===== config.mk =====
export PLATFORM = sky130hd
export DESIGN_NAME = seq_divider_32bits
export DESIGN_NICKNAME = d
export VERILOG_FILES = /design/src/rtl/seq_divider_32bits.sv
export SDC_FILE = /design/constraint.sdc
export NUM_CORES = 1
export LEC_CHECK = 0
export BUFFER_PORTS_ARGS = -buffer_cell sky130_fd_sc_hd__buf_2
export CORE_ASPECT_RATIO = 1.4
export CORE_MARGIN = 8
export CORE_UTILIZATION = 58
export DETAILED_ROUTE_END_ITERATION = 10
export GPL_ROUTABILITY_DRIVEN = 0
export GPL_TIMING_DRIVEN = 1
export MAX_ROUTING_LAYER = met4
export PLACE_DENSITY = 0.81
export SYNTH_ARGS = -nofsm -noshare
export SYNTH_HDL_FRONTEND = slang
export SYNTH_SLANG_ARGS = --single-unit

===== constraint.sdc =====
create_clock -name clk_in -period 4 [get_ports clk_in]
set_clock_uncertainty 0.2 [all_clocks]
set_input_delay 0.8 -clock clk_in [delete_from_list [all_inputs] [get_ports clk_in]]
set_output_delay 0.8 -clock clk_in [all_outputs]
set_load 0.01 [all_outputs]

===== src/rtl/seq_divider_32bits.sv =====
// Iterative unsigned radix-2 restoring divider with start/done handshake.
// One trial subtraction per clock; WIDTH iterations per division.
module seq_divider_32bits #(
  parameter int unsigned WIDTH = 32,
  parameter int unsigned CNT_W = 6
) (
  input  logic             clk_in,
  input  logic             rst_n_in,
  input  logic             start_in,
  input  logic [WIDTH-1:0] dividend_in,
  input  logic [WIDTH-1:0] divisor_in,
  output logic             busy_o,
  output logic             done_o,
  output logic [WIDTH-1:0] quotient_o,
  output logic [WIDTH-1:0] remainder_o,
  output logic             div_zero_o
);

  typedef enum logic [1:0] {
    S_IDLE = 2'd0,
    S_CALC = 2'd1,
    S_DONE = 2'd2
  } state_e;

  state_e             state_q, state_d;

  logic [WIDTH-1:0]   q_q;
  logic [WIDTH-1:0]   d_q;
  logic [WIDTH-1:0]   r_q;
  logic [CNT_W-1:0]   cnt_q;

  logic               busy_q, busy_d;
  logic               done_q, done_d;
  logic [WIDTH-1:0]   quotient_q;
  logic [WIDTH-1:0]   remainder_q;
  logic               div_zero_q;

  logic               start_ok;
  logic               div_by_zero;
  logic               last_iter;
  logic [WIDTH-1:0]   r_shift;
  logic [WIDTH:0]     trial;
  logic [WIDTH-1:0]   r_step;
  logic [WIDTH-1:0]   q_step;

  // Start is only honoured outside CALC; zero divisor bypasses the iteration.
  assign start_ok    = start_in && (state_q != S_CALC);
  assign div_by_zero = (divisor_in == '0);
  assign last_iter   = (state_q == S_CALC) && (cnt_q == CNT_W'(WIDTH - 1));

  // One restoring step: shift in the next dividend bit, try subtracting the divisor.
  always_comb begin
    r_shift = {r_q[WIDTH-2:0], q_q[WIDTH-1]};
    trial   = {1'b0, r_shift} - {1'b0, d_q};
    r_step  = r_shift;
    q_step  = {q_q[WIDTH-2:0], 1'b0};
    if (!trial[WIDTH]) begin
      r_step = trial[WIDTH-1:0];
      q_step = {q_q[WIDTH-2:0], 1'b1};
    end
  end

  // State register.
  always_ff @(posedge clk_in or negedge rst_n_in) begin
    if (!rst_n_in) begin
      state_q <= S_IDLE;
    end else begin
      state_q <= state_d;
    end
  end

  // Next-state logic.
  always_comb begin
    state_d = state_q;
    case (state_q)
      S_IDLE, S_DONE: begin
        if (start_in) begin
          state_d = div_by_zero ? S_DONE : S_CALC;
        end else begin
          state_d = S_IDLE;
        end
      end
      S_CALC: begin
        if (last_iter) begin
          state_d = S_DONE;
        end
      end
      default: state_d = S_IDLE;
    endcase
  end

  // Handshake outputs decoded from the upcoming state so they can be registered.
  always_comb begin
    busy_d = 1'b0;
    done_d = 1'b0;
    if (state_d == S_CALC) begin
      busy_d = 1'b1;
    end
    if (state_d == S_DONE) begin
      done_d = 1'b1;
    end
  end

  // Working registers: load on accepted start, iterate while in CALC.
  always_ff @(posedge clk_in or negedge rst_n_in) begin
    if (!rst_n_in) begin
      q_q   <= '0;
      d_q   <= '0;
      r_q   <= '0;
      cnt_q <= '0;
    end else if (start_ok) begin
      q_q   <= dividend_in;
      d_q   <= divisor_in;
      r_q   <= '0;
      cnt_q <= '0;
    end else if (state_q == S_CALC) begin
      q_q   <= q_step;
      r_q   <= r_step;
      cnt_q <= cnt_q + CNT_W'(1);
    end
  end

  // Registered outputs; results change together only on entry to DONE.
  always_ff @(posedge clk_in or negedge rst_n_in) begin
    if (!rst_n_in) begin
      busy_q      <= 1'b0;
      done_q      <= 1'b0;
      quotient_q  <= '0;
      remainder_q <= '0;
      div_zero_q  <= 1'b0;
    end else begin
      busy_q <= busy_d;
      done_q <= done_d;
      if (start_ok && div_by_zero) begin
        quotient_q  <= '1;
        remainder_q <= dividend_in;
        div_zero_q  <= 1'b1;
      end else if (last_iter) begin
        quotient_q  <= q_step;
        remainder_q <= r_step;
        div_zero_q  <= 1'b0;
      end
    end
  end

  assign busy_o      = busy_q;
  assign done_o      = done_q;
  assign quotient_o  = quotient_q;
  assign remainder_o = remainder_q;
  assign div_zero_o  = div_zero_q;

endmodule


Yosys cells after proc, flatten, opt, wreduce, memory -nomap -nowiden
Index checks and enable logic that the tools add are counted.
Widths: inputs -> output; s select.
{ "word_totals": {"register_bits": 170, "out_inout_bits": 67, "in_bits": 67, "elab_cells": 46} }
{ "classes": {"eq_ne": 6, "n_reduce_logical": 8, "mux": 20, "n_addsub": 2} }
{ "op_table": {"columns": ["op", "count"], "rows": [
  ["$mux 32", 7],
  ["$mux 31", 2],
  ["$sub 32x32->33", 1],
  ["$logic_not 32->1", 1],
  ["$mux 6", 2],
  ["$add 6x1->6 const B", 1],
  ["$eq 6x5->1 const B", 1],
  ["$mux 2", 3],
  ["$mux 1", 5],
  ["$eq 2x1->1 const B", 2],
  ["$eq 2x2->1 const B", 2],
  ["$pmux 2 s2", 1],
  ["$reduce_bool 2->1", 2],
  ["$logic_and 1x1->1", 3],
  ["$logic_not 2->1", 1],
  ["$ne 2x1->1 const B", 1],
  ["$reduce_or 2->1", 1]
]} }

Longest topological paths before layout
Gate-level depths: netlist (run 1).
{ "depth": {"word_depth": 6, "ltp_mapped": 14, "ltp_nobuf": 12} }

Worst setup path after synthesis (run 1)
Ideal clock, no wire load.
{ "synth_path": {"kind": "flip-flop to flip-flop", "startpoint": "register q_q[31]", "endpoint": "register r_q[1]", "path_stages_with_launch": 15, "path_slack_ns": 0.993, "required_ns": 3.668, "t_arrival_ns": 2.676, "n_path_buf": 2, "setup_time_ns": 0.132, "cell_sequence": "dfrtp_1 -> inv_1 -> ha_1 -> fa_1 -> nand2b_1 -> a21oi_1 -> o21ai_1 -> a2111oi_4 -> o31ai_1 -> a32oi_1 -> buf_4 -> buf_8 -> nand2_1 -> o21ai_1 -> o21ai_1"} }
{ "synth_via": {"elab_chain_cells": 4} }
{ "synth_lines": {"columns": ["element", "line_no", "source"], "rows": [
  ["start, declared", "27", "logic [WIDTH-1:0] q_q;"],
  ["start signal, assigned", "112", "q_q <= dividend_in;"],
  ["start signal, assigned", "117", "q_q <= q_step;"],
  ["$sub 32x32->33", "54", "trial = {1'b0, r_shift} - {1'b0, d_q};"],
  ["$mux 32", "57", "if (!trial[WIDTH]) begin"],
  ["$mux 31", "116", "end else if (state_q == S_CALC) begin"],
  ["$mux 31", "111", "end else if (start_ok) begin"],
  ["end signal, assigned", "118", "r_q <= r_step;"],
  ["end, declared", "29", "logic [WIDTH-1:0] r_q;"]
]} }
No other way between the ends. The select of a mux whose other input is x is not followed.
A chain may end at the register's enable or synchronous reset.

Worst setup path after layout (run 1)
{ "layout_path": {"startpoint": "register q_q[31]", "endpoint": "register r_q[14]"} }
The elaborated chain is that of the path after synthesis.

==> flow_metrics.py, run 1 <==
metrics = {
    "outcome": {
        "outcome": "finished, final reports clean",
    },
    "worst_setup_path": {
        "worst-path-buf-inv": 2,
        "required_ns": 4.08,
        "start_kind": "flip-flop",
        "critical-path-top-delay-family": "compound AO/OA/AOI/OAI gates",
        "worstPathArrival_ns": 3.78,
        "crit_slowest_cell": "a32oi_4",
        "crit_path_end_kind": "flip-flop",
        "crit_type": "reg -> reg",
        "crit_chain": "inv_1 -> ha_1 -> fa_1 -> nand2b_1 -> a21oi_1 -> o21ai_1 -> a2111oi_4 -> o31ai_1 -> a32oi_4 -> buf_12 -> mux2i_1 -> o21ai_0",
        "cpPeakStageDelay_ns": 0.45,
        "worst-path-max-fanout": 28,
    },
    "route": {
        "avgViaCountPerCell": 5.90,
        "route.detailed.drc": 0,
        "wirelength_um": 22900,
        "firstDrtPassIters": 5,
        "wire_per_inst_um": 18.1,
        "drt_iter0_markers": 579,
        "ant_nets": 0,
        "vias": 7466,
    },
    "yosys": {
        "synthSimpleGateAreaFrac": 0.121,
        "synth_compound_area_frac": 0.183,
        "ys_seq_area_frac": 0.473,
        "synth_top_family_by_area": "compound AO/OA/AOI/OAI gates",
        "synth-main-ff-cell": "dfrtp_1",
        "syn_avg_cell_area_um2": 9.55,
        "synth_nets": 1044,
        "async_reset_ff_frac": 1.00,
        "synth.area.mux_share": 0.106,
        "synthTopCellsByArea": "dfrtp_1, mux2i_1, o21ai_0, ha_1, a21oi_1",
        "netlist.area_leader.share": 0.473,
        "syn_area_um2": 9000,
        "yosys_warnings": 0,
        "yosysTopAreaCell": "dfrtp_1",
        "synth_edf_count": 0,
        "ys_ff_latch": 170,
        "synth-xor-area-share": 0.0263,
        "syn_inst": 942,
        "synth_adder_area_share": 0.0495,
        "yosysUniqueCellTypes": 54,
    },
    "timing": {
        "finalSetupViolCount": 0,
        "final_hold_viol_count": 0,
        "tns_ns": 0,
        "final.min_clock_period_ns": 3.70,
        "slew_violations": 0,
        "max_freq_mhz": 270,
        "tightest_slew_ns": 1.07,
        "maxSlewHeadroom": 0.287,
        "grt_setup_unrepaired": "no",
        "post-route-period-util": 0.926,
    },
    "layout": {
        "fillCellCount": 1182,
        "regArea_um2": 4250,
        "multi_input_area_um2": 4410,
        "drive_above_1_share": 0.207,
        "final_util": 0.679,
        "num_antenna_cells": 0,
        "fin_area_um2": 10500,
        "area_growth_pct": 16.3,
        "layout.nets": 1158,
    },
    "power_and_ir_drop": {
        "leakage_nw": 4.78,
        "powerDensity_nw_per_um2": 971,
        "ir_worst_vdd_mv": 0.452,
    },
    "place": {
        "dpl.hpwl_um": 16900,
        "placement.cell_area_um2": 9880,
        "port_buffers": 133,
    },
    "grt": {
        "grt_pass1_wl_um": 37000,
        "grt.overflow.total": 0,
        "grt_max_degree": 72,
        "antenna_found_initial": 0,
        "grt_pass1_vias": 7311,
        "grt_usage": 0.240,
    },
    "worst_hold_path": {
        "hp-class": "in -> async",
    },
    "run": {
        "drv_cap": 0,
    },
    "floorplan": {
        "ios": 134,
        "die-area_um2": 19800,
        "fp.dieW_um": 121,
        "initial_core_util": 0.584,
        "row_count": 54,
        "coreArea_um2": 15400,
        "fp.dieH_um": 163,
    },
    "clock_network": {
        "cts_sinks": 170,
        "clockBufferDepth": 2,
        "clk_latency_ns": 0.43,
        "cts.hold.buffers_added": 0,
        "clk_pin_slew_ns": 0.07,
        "post-cts-setup-buffers": 0,
        "cts_tree": "built",
        "cts-root-buf": "clkbuf_16",
        "cts_resized": 0,
        "htree_levels": 4,
        "cts_buffers": 17,
    },
}
==> synth_stat cells (all sizes together) (2+ instances only) <==
cell type  instances
a22o               3
dfrtp            170
nand3b             2
a22oi             29
o211ai             3
nand2             67
a31oi              2
ha                34
a21boi             5
buf               13
a21o              11
a211oi             2
nor4               8
or3                4
mux2i             59
xor2               9
and2               2
nand3             40
o41ai              2
nand2b            10
nand4              5
o22ai              2
nor3               3
nor2b              7
mux2              32
o21ai            127
xnor2             18
and3               2
inv               42
nor2              87
o31ai              4
a21oi             82
nor3b              2
o2111ai            2
clkbuf            38
==> final timing paths <==
path	start	endpoint	slack (ns)	cells after the start
min reg2reg	div_zero_o	div_zero_o	0.28	1
max reg2reg	q_q[31]	r_q[14]	0.30	12
min	rst_n_in	d_q[7]	0.17	1
max in group asynchronous	rst_n_in	r_q[10]	2.64	2
max	q_q[31]	r_q[14]	0.30	12
min in group clk_in	div_zero_o	div_zero_o	0.28	1
==> cell type report <==
cell class              instances  area share
clock buffers                  18      0.0420
repair buffers                146      0.0771
multi-input cells             679       0.422
well taps                     196      0.0234
flip-flops and latches        170       0.407
clock inverters                14      0.0142
inverters                      42      0.0151
==> report_power, final <==
part / switching, W / internal, W / total [W] / leakage [nW]
Combinational: 0.00320 / 0.00231 / 0.00551 / 2.61
Clock: 0.000770 / 0.000851 / 0.00162 / 0.287
Sequential: 0.000540 / 0.00249 / 0.00303 / 1.89
Total: 0.00451 / 0.00565 / 0.0102 / 4.78
==> metrics by stage <==
step	hold slack (ns)	worst slack, ns	cells	power [W]
floorplan	0.251	0.993	942	0.00702
global placement	0.257	0.549	1233	0.00826
detailed placement	0.270	0.385	1233	0.00848
CTS	0.196	0.337	1265	0.0101
global route	0.204	0.0584	1265	0.0109
finish	0.167	0.295	1265	0.0102
==> logic make-up (layout without fill, tap and decap cells) <==
logic type | after synthesis | count (layout)
xor+xnor | 27 | 27
mux | 91 | 91
flops | 170 | 170
simple gates | 242 | 242
compound gates | 284 | 284
buf+inv | 93 | 220
fa+ha+maj | 35 | 35
==> routing by layer <==
metal  vias up  routed length (um)  global-route usage
met5         -                   0                   -
met4         0                 578              0.0838
met3        39                1280              0.0425
met2       234               11200               0.387
met1      3608                9810               0.300
li1       3585                   -                   -
==> placed cells by master, fill, tap and decap left out, types with 3 or more instances in the layout <==
cell type    n
xnor2_1     18
nand2_1     66
clkbuf_16   17
inv_8        5
buf_12       3
clkinv_4     3
inv_6        3
nand3_1     40
inv_1       42
nand2b_1     9
ha_1        34
dfrtp_1    170
buf_2      132
nor2b_1      6
a21boi_0     5
o31ai_1      4
o21ai_0    112
mux2_2      32
or3_1        3
o211ai_1     3
xor2_1       9
nor2_1      87
o21ai_1     15
mux2i_1     59
nand4_1      5
nor4_1       8
a22oi_1     29
buf_4       10
a21oi_1     81
a22o_1       3
a21o_1      11
==> registers in the layout (all words and copies together), names as in the netlist <==
name         count
d_q             32
done_o           1
r_q             31
cnt_q            6
div_zero_o       1
quotient_o      32
remainder_o     32
q_q             32
state_q          2
busy_o           1
==> worst register-to-register path, delay by kind of cell (launching register included) <==
family	cells	cell delay (ns)
buf+inv	2	0.33
compound gates	6	1.54
simple gates	1	0.19
fa+ha+maj	2	0.61
mux	1	0.31
flops	1	0.37
(Power assumes the default switching activity.)
==> inputs of run 2 (changes only) <==
--- a/config.mk
+++ b/config.mk
@@ -6,7 +6,7 @@
 export NUM_CORES = 1
 export LEC_CHECK = 0
 export BUFFER_PORTS_ARGS = -buffer_cell sky130_fd_sc_hd__buf_2
-export CORE_ASPECT_RATIO = 1.4
+export CORE_ASPECT_RATIO = 0.5
 export CORE_MARGIN = 8
 export CORE_UTILIZATION = 58
 export DETAILED_ROUTE_END_ITERATION = 10
==> run 2 against run 1 <==
  * Critical path depth stayed put
  * Cell area is 0.17% lower
  * Clock-buffer cell count unchanged
  * Non-clock buffer count down 1
  * Power rose by 3.0%
  * Die area grew 0.93%
  * Register-to-register slack worse by 0.02 ns
  * Cell count up 0.63%
  * Setup slack got worse by 0.023 ns
  * Critical path type unchanged
  * Critical endpoint is now remainder_o[18]
  * Largest cell class unchanged
==> flow_metrics.py, run 2 (same netlist as run 1, synthesis figures left out) <==
metrics = {
    "clock_network": {
        "cts_resized": 0,
        "cts.hold.buffers_added": 0,
        "clk_pin_slew_ns": 0.07,
        "cts-root-buf": "clkbuf_16",
        "cts_tree": "built",
        "post-cts-setup-buffers": 0,
        "cts_buffers": 17,
        "clockBufferDepth": 2,
        "cts_sinks": 170,
        "htree_levels": 4,
        "clk_latency_ns": 0.43,
    },
    "timing": {
        "final_hold_viol_count": 0,
        "post-route-period-util": 0.932,
        "tightest_slew_ns": 1.08,
        "final.min_clock_period_ns": 3.73,
        "grt_setup_unrepaired": "no",
        "tns_ns": 0,
        "max_freq_mhz": 268,
        "finalSetupViolCount": 0,
        "slew_violations": 0,
        "maxSlewHeadroom": 0.277,
    },
    "route": {
        "wire_per_inst_um": 19.8,
        "ant_nets": 0,
        "vias": 7722,
        "firstDrtPassIters": 6,
        "wirelength_um": 25200,
        "avgViaCountPerCell": 6.07,
        "drt_iter0_markers": 826,
        "route.detailed.drc": 0,
    },
    "floorplan": {
        "die-area_um2": 20000,
        "fp.dieW_um": 192,
        "coreArea_um2": 15300,
        "fp.dieH_um": 104,
        "ios": 134,
        "initial_core_util": 0.588,
        "row_count": 32,
    },
    "grt": {
        "grt_pass1_vias": 7436,
        "grt_max_degree": 86,
        "grt_usage": 0.257,
        "grt.overflow.total": 0,
        "antenna_found_initial": 1,
        "grt_pass1_wl_um": 40000,
    },
    "layout": {
        "layout_commonest_cell": "dfrtp_1",
        "drive_above_1_share": 0.205,
        "layout.nets": 1157,
        "mostFrequentLayoutCells": "dfrtp_1, buf_2, o21ai_0",
        "area_growth_pct": 16.1,
    },
    "power_and_ir_drop": {
        "powerDensity_nw_per_um2": 1000,
        "total_power_w": 0.0105,
        "ir_worst_vdd_mv": 0.554,
        "leakage_nw": 4.76,
    },
    "worst_setup_path": {
        "crit_type": "reg -> reg",
        "worstPathArrival_ns": 3.80,
        "start_kind": "flip-flop",
        "crit_path_end_kind": "flip-flop",
        "required_ns": 4.08,
        "worst-path-max-fanout": 29,
    },
    "worst_hold_path": {
        "hp-class": "in -> async",
    },
    "place": {
        "port_buffers": 133,
        "dpl.hpwl_um": 18200,
    },
    "run": {
        "drv_cap": 0,
    },
    "outcome": {
        "outcome": "finished, final reports clean",
    },
}
-- run 2: cell type report --
class | count | area, um2
multi-input cells | 679 | 4410
fillers | 1170 | 4850
well taps | 204 | 255
inverters | 42 | 158
diodes | 1 | 2.50
repair buffers | 145 | 787
flip-flops and latches | 170 | 4250
clock inverters | 14 | 149
clock buffers | 18 | 429
-- run 2: final timing paths --
path	startpoint	to	slack [ns]	depth (start not counted)
setup / recovery	q_q[31]	remainder_o[18]	0.27	12
hold / removal	rst_n_in	d_q[12]	0.20	1
setup reg to reg	q_q[31]	remainder_o[18]	0.27	12
hold reg to reg	cnt_q[5]	cnt_q[5]	0.29	1
max in group asynchronous	rst_n_in	quotient_o[31]	2.57	2
min in group clk_in	cnt_q[5]	cnt_q[5]	0.29	1
-- run 2: worst max-delay path: stages (launching register included) --
cell	delay, ns
dfrtp_1	0.37
inv_1	0.07
ha_1	0.21
fa_1	0.40
nand2b_1	0.19
a21oi_1	0.19
o21ai_1	0.16
a2111oi_4	0.36
o31ai_1	0.17
a32oi_4	0.54
buf_12	0.29
mux2i_1	0.29
o21ai_0	0.14
-- run 2: metrics by stage --
step	setup slack (ns)	cell area (um2)	util	hold WS [ns]	instances
final	0.272	10400	0.683	0.204	1273
after global routing	0.0629	10400	0.683	0.272	1273
after CTS	0.275	10400	0.683	0.247	1272
after detailed placement	0.329	9870	0.645	0.287	1240
after global placement	0.523	9870	0.645	0.255	1240
after floorplan	0.993	9000	-	0.251	942
-- run 2: routing by layer --
| layer | wire length [um] | vias up | part of all wire | global-route usage |
|---|---|---|---|---|
| met1 | 11300 | 3660 | 0.45 | 0.369 |
| met2 | 10400 | 420 | 0.41 | 0.345 |
| met5 | 0 | - | 0 | - |
| met4 | 541 | 0 | 0.021 | 0.0781 |
| met3 | 2900 | 54 | 0.12 | 0.0713 |
| li1 | - | 3588 | - | - |
-- run 2: report_power, final --
| part | internal, W | switching (W) |
|---|---|---|
| sequential | 0.00249 | 0.000595 |
| combinational | 0.00230 | 0.00347 |
| clock | 0.000834 | 0.000774 |
==> inputs of run 3 (changes only) <==
==> config.mk (replaced) <==
export PLATFORM = sky130hd
export DESIGN_NAME = seq_divider_32bits
export DESIGN_NICKNAME = d
export VERILOG_FILES = /design/src/rtl/seq_divider_32bits.sv
export SDC_FILE = /design/constraint.sdc
export NUM_CORES = 1
export LEC_CHECK = 0
export CORE_ASPECT_RATIO = 0.5
export CORE_MARGIN = 8
export CORE_UTILIZATION = 60
export DETAILED_ROUTE_END_ITERATION = 10
export DONT_BUFFER_PORTS = 1
export GPL_ROUTABILITY_DRIVEN = 0
export GPL_TIMING_DRIVEN = 1
export MAX_ROUTING_LAYER = met4
export PLACE_DENSITY = 0.76
export SYNTH_ARGS = -nofsm -noshare
export SYNTH_HDL_FRONTEND = slang
export SYNTH_SLANG_ARGS = --single-unit
==> run 3 against run 2 <==
  * Maximum frequency is 1.8% higher
  * Critical path type unchanged
  * Largest power group unchanged
  * Global-route usage is 0.22 points lower
  * Setup slack gained 0.065 ns
  * First-iteration DRC count is 4.2% higher
  * Cell area decreased by 6.9%
  * The flow now finishes with violations (hold timing)
  * Power down 2.7%
  * Flip-flop and latch count is the same
  * Hold slack lost 0.34 ns
  * Critical path depth is the same
  * Die area decreased by 2.9%
==> flow_metrics.py, run 3 (same netlist as run 1, synthesis figures left out) <==
metrics = {
    "power_and_ir_drop": {
        "pwr-share-seq": 0.319,
        "switching_share": 0.461,
        "pwr-share-comb": 0.520,
        "p_switching_w": 0.00469,
        "powerDensity_nw_per_um2": 1050,
        "leakage_nw": 4.31,
        "pwr-share-clk": 0.161,
        "intPower_w": 0.00549,
        "ir_worst_vdd_mv": 0.519,
    },
    "route": {
        "vias": 7098,
        "wirelength_um": 24000,
        "firstDrtPassIters": 7,
        "wire_per_inst_um": 21.3,
        "avgViaCountPerCell": 6.30,
        "drt_iter0_markers": 861,
        "ant_nets": 0,
        "route.detailed.drc": 0,
    },
    "place": {
        "dpl.hpwl_um": 17500,
        "dp_worst_setup_slack_ns": 0.430,
        "port_buffers": 0,
        "placement.cell_area_um2": 9140,
    },
    "clock_network": {
        "cts-root-buf": "clkbuf_16",
        "clk_pin_slew_ns": 0.07,
        "cts_tree": "built",
        "cts_resized": 0,
        "post-cts-setup-buffers": 0,
        "clockBufferDepth": 2,
        "clk_latency_ns": 0.42,
        "htree_levels": 4,
        "cts_buffers": 17,
        "cts_sinks": 170,
    },
    "worst_setup_path": {
        "worstPathArrival_ns": 3.74,
        "worst-path-buf-inv": 2,
        "start_kind": "flip-flop",
        "worst-path-max-fanout": 39,
        "crit_chain": "inv_1 -> ha_1 -> fa_1 -> nand2b_1 -> a21oi_1 -> o21ai_1 -> a2111oi_4 -> o31ai_1 -> a32oi_4 -> buf_12 -> mux2i_1 -> o21ai_0",
        "critical-path-top-delay-family": "compound AO/OA/AOI/OAI gates",
        "crit_path_end_kind": "flip-flop",
        "cpPeakStageDelay_ns": 0.44,
        "crit_slowest_cell": "mux2i_1",
        "required_ns": 4.08,
        "crit_type": "reg -> reg",
    },
    "floorplan": {
        "fp.dieW_um": 189,
        "coreArea_um2": 14500,
        "ios": 134,
        "fp.dieH_um": 103,
        "die-area_um2": 19400,
        "initial_core_util": 0.619,
        "row_count": 31,
    },
    "timing": {
        "final_hold_viol_count": 170,
        "grt_setup_unrepaired": "no",
        "post-route-period-util": 0.916,
        "finalHoldWorstSlack_ns": -0.134,
        "finalSetupViolCount": 0,
        "slew_violations": 0,
        "max_freq_mhz": 273,
        "maxSlewHeadroom": 0.306,
        "final.min_clock_period_ns": 3.66,
        "tns_ns": 0,
        "fin_ws_ns": 0.337,
        "tightest_slew_ns": 1.04,
    },
    "grt": {
        "grt.overflow.total": 0,
        "grt_pass1_vias": 6547,
        "grt_pass1_wl_um": 37500,
        "grt_usage": 0.254,
        "grt_max_degree": 171,
        "antenna_found_initial": 0,
    },
    "layout": {
        "mostFrequentLayoutCells": "dfrtp_1, o21ai_0, nor2_1",
        "fin_area_um2": 9720,
        "fillCellCount": 1118,
        "layout_commonest_cell": "dfrtp_1",
        "drive_above_1_share": 0.0872,
        "layout.nets": 1019,
        "num_antenna_cells": 0,
        "area_growth_pct": 8.06,
    },
    "outcome": {
        "outcome": "finished, violations left",
        "violations": "hold timing",
    },
    "worst_hold_path": {
        "hp-class": "in -> async",
    },
    "run": {
        "drv_cap": 0,
    },
}
run 3: cell types whose count changed in the layout (fill, tap and decap cells not counted), moves of 2 or more:
cell / change
buf_2: -132
clkinv_4: -2
inv_6: +2
buf_4: -4
run 3: per-layer routing:
metal	track usage	vias to the layer above	share of wire
li1	-	3305	-
met1	0.369	3405	0.46
met2	0.334	360	0.40
met3	0.0908	28	0.13
met4	0.0507	0	0.011
met5	-	-	0
run 3: worst paths after layout:
| path | startpoint | endpoint | slack (ns) | cells past startpoint |
|---|---|---|---|---|
| min in group clk_in | q_q[21] | q_q[22] | 0.30 | 2 |
| setup reg to reg | q_q[31] | r_q[9] | 0.34 | 12 |
| hold / removal | rst_n_in | d_q[5] | -0.13 | 0 |
| hold reg to reg | q_q[21] | q_q[22] | 0.30 | 2 |
| setup / recovery | q_q[31] | r_q[9] | 0.34 | 12 |
| max in group asynchronous | rst_n_in | cnt_q[5] | 3.48 | 0 |
run 3: power groups by stage:
stage	clock network (W)	registers (W)	logic (W)
2_1_floorplan	0	0.00299	0.00403
3_3_place_gp	0	0.00323	0.00494
3_5_place_dp	0	0.00326	0.00510
4_1_cts	0.00166	0.00324	0.00518
5_1_grt	0.00173	0.00334	0.00582
6_report	0.00164	0.00325	0.00529
run 3: area by class of cell:
| cell class | count | area (um2) | share of cell area |
|---|---|---|---|
| Clock buffer | 17 | 425 | 0.0437 |
| Clock inverter | 14 | 156 | 0.0161 |
| Inverter | 42 | 158 | 0.0162 |
| Multi-Input combinational cell | 679 | 4420 | 0.454 |
| Sequential cell | 170 | 4250 | 0.437 |
| Tap cell | 198 | 248 | 0.0255 |
| Timing Repair Buffer | 7 | 65.1 | 0.00669 |
run 3: worst register-to-register path, stage by stage (launching register included):
cell and delay [ns]:
dfrtp_1 0.37, inv_1 0.07, ha_1 0.21, fa_1 0.41
nand2b_1 0.18, a21oi_1 0.19, o21ai_1 0.17, a2111oi_4 0.37
o31ai_1 0.18, a32oi_4 0.28, buf_12 0.28, mux2i_1 0.46
o21ai_0 0.14
run 3: through the flow:
step                 util  power [W]  std cells
global placement    0.629    0.00817       1096
detailed placement  0.629    0.00837       1096
floorplan               -    0.00702        942
finish              0.669     0.0102       1127
global route        0.669     0.0109       1127
CTS                 0.669     0.0101       1127
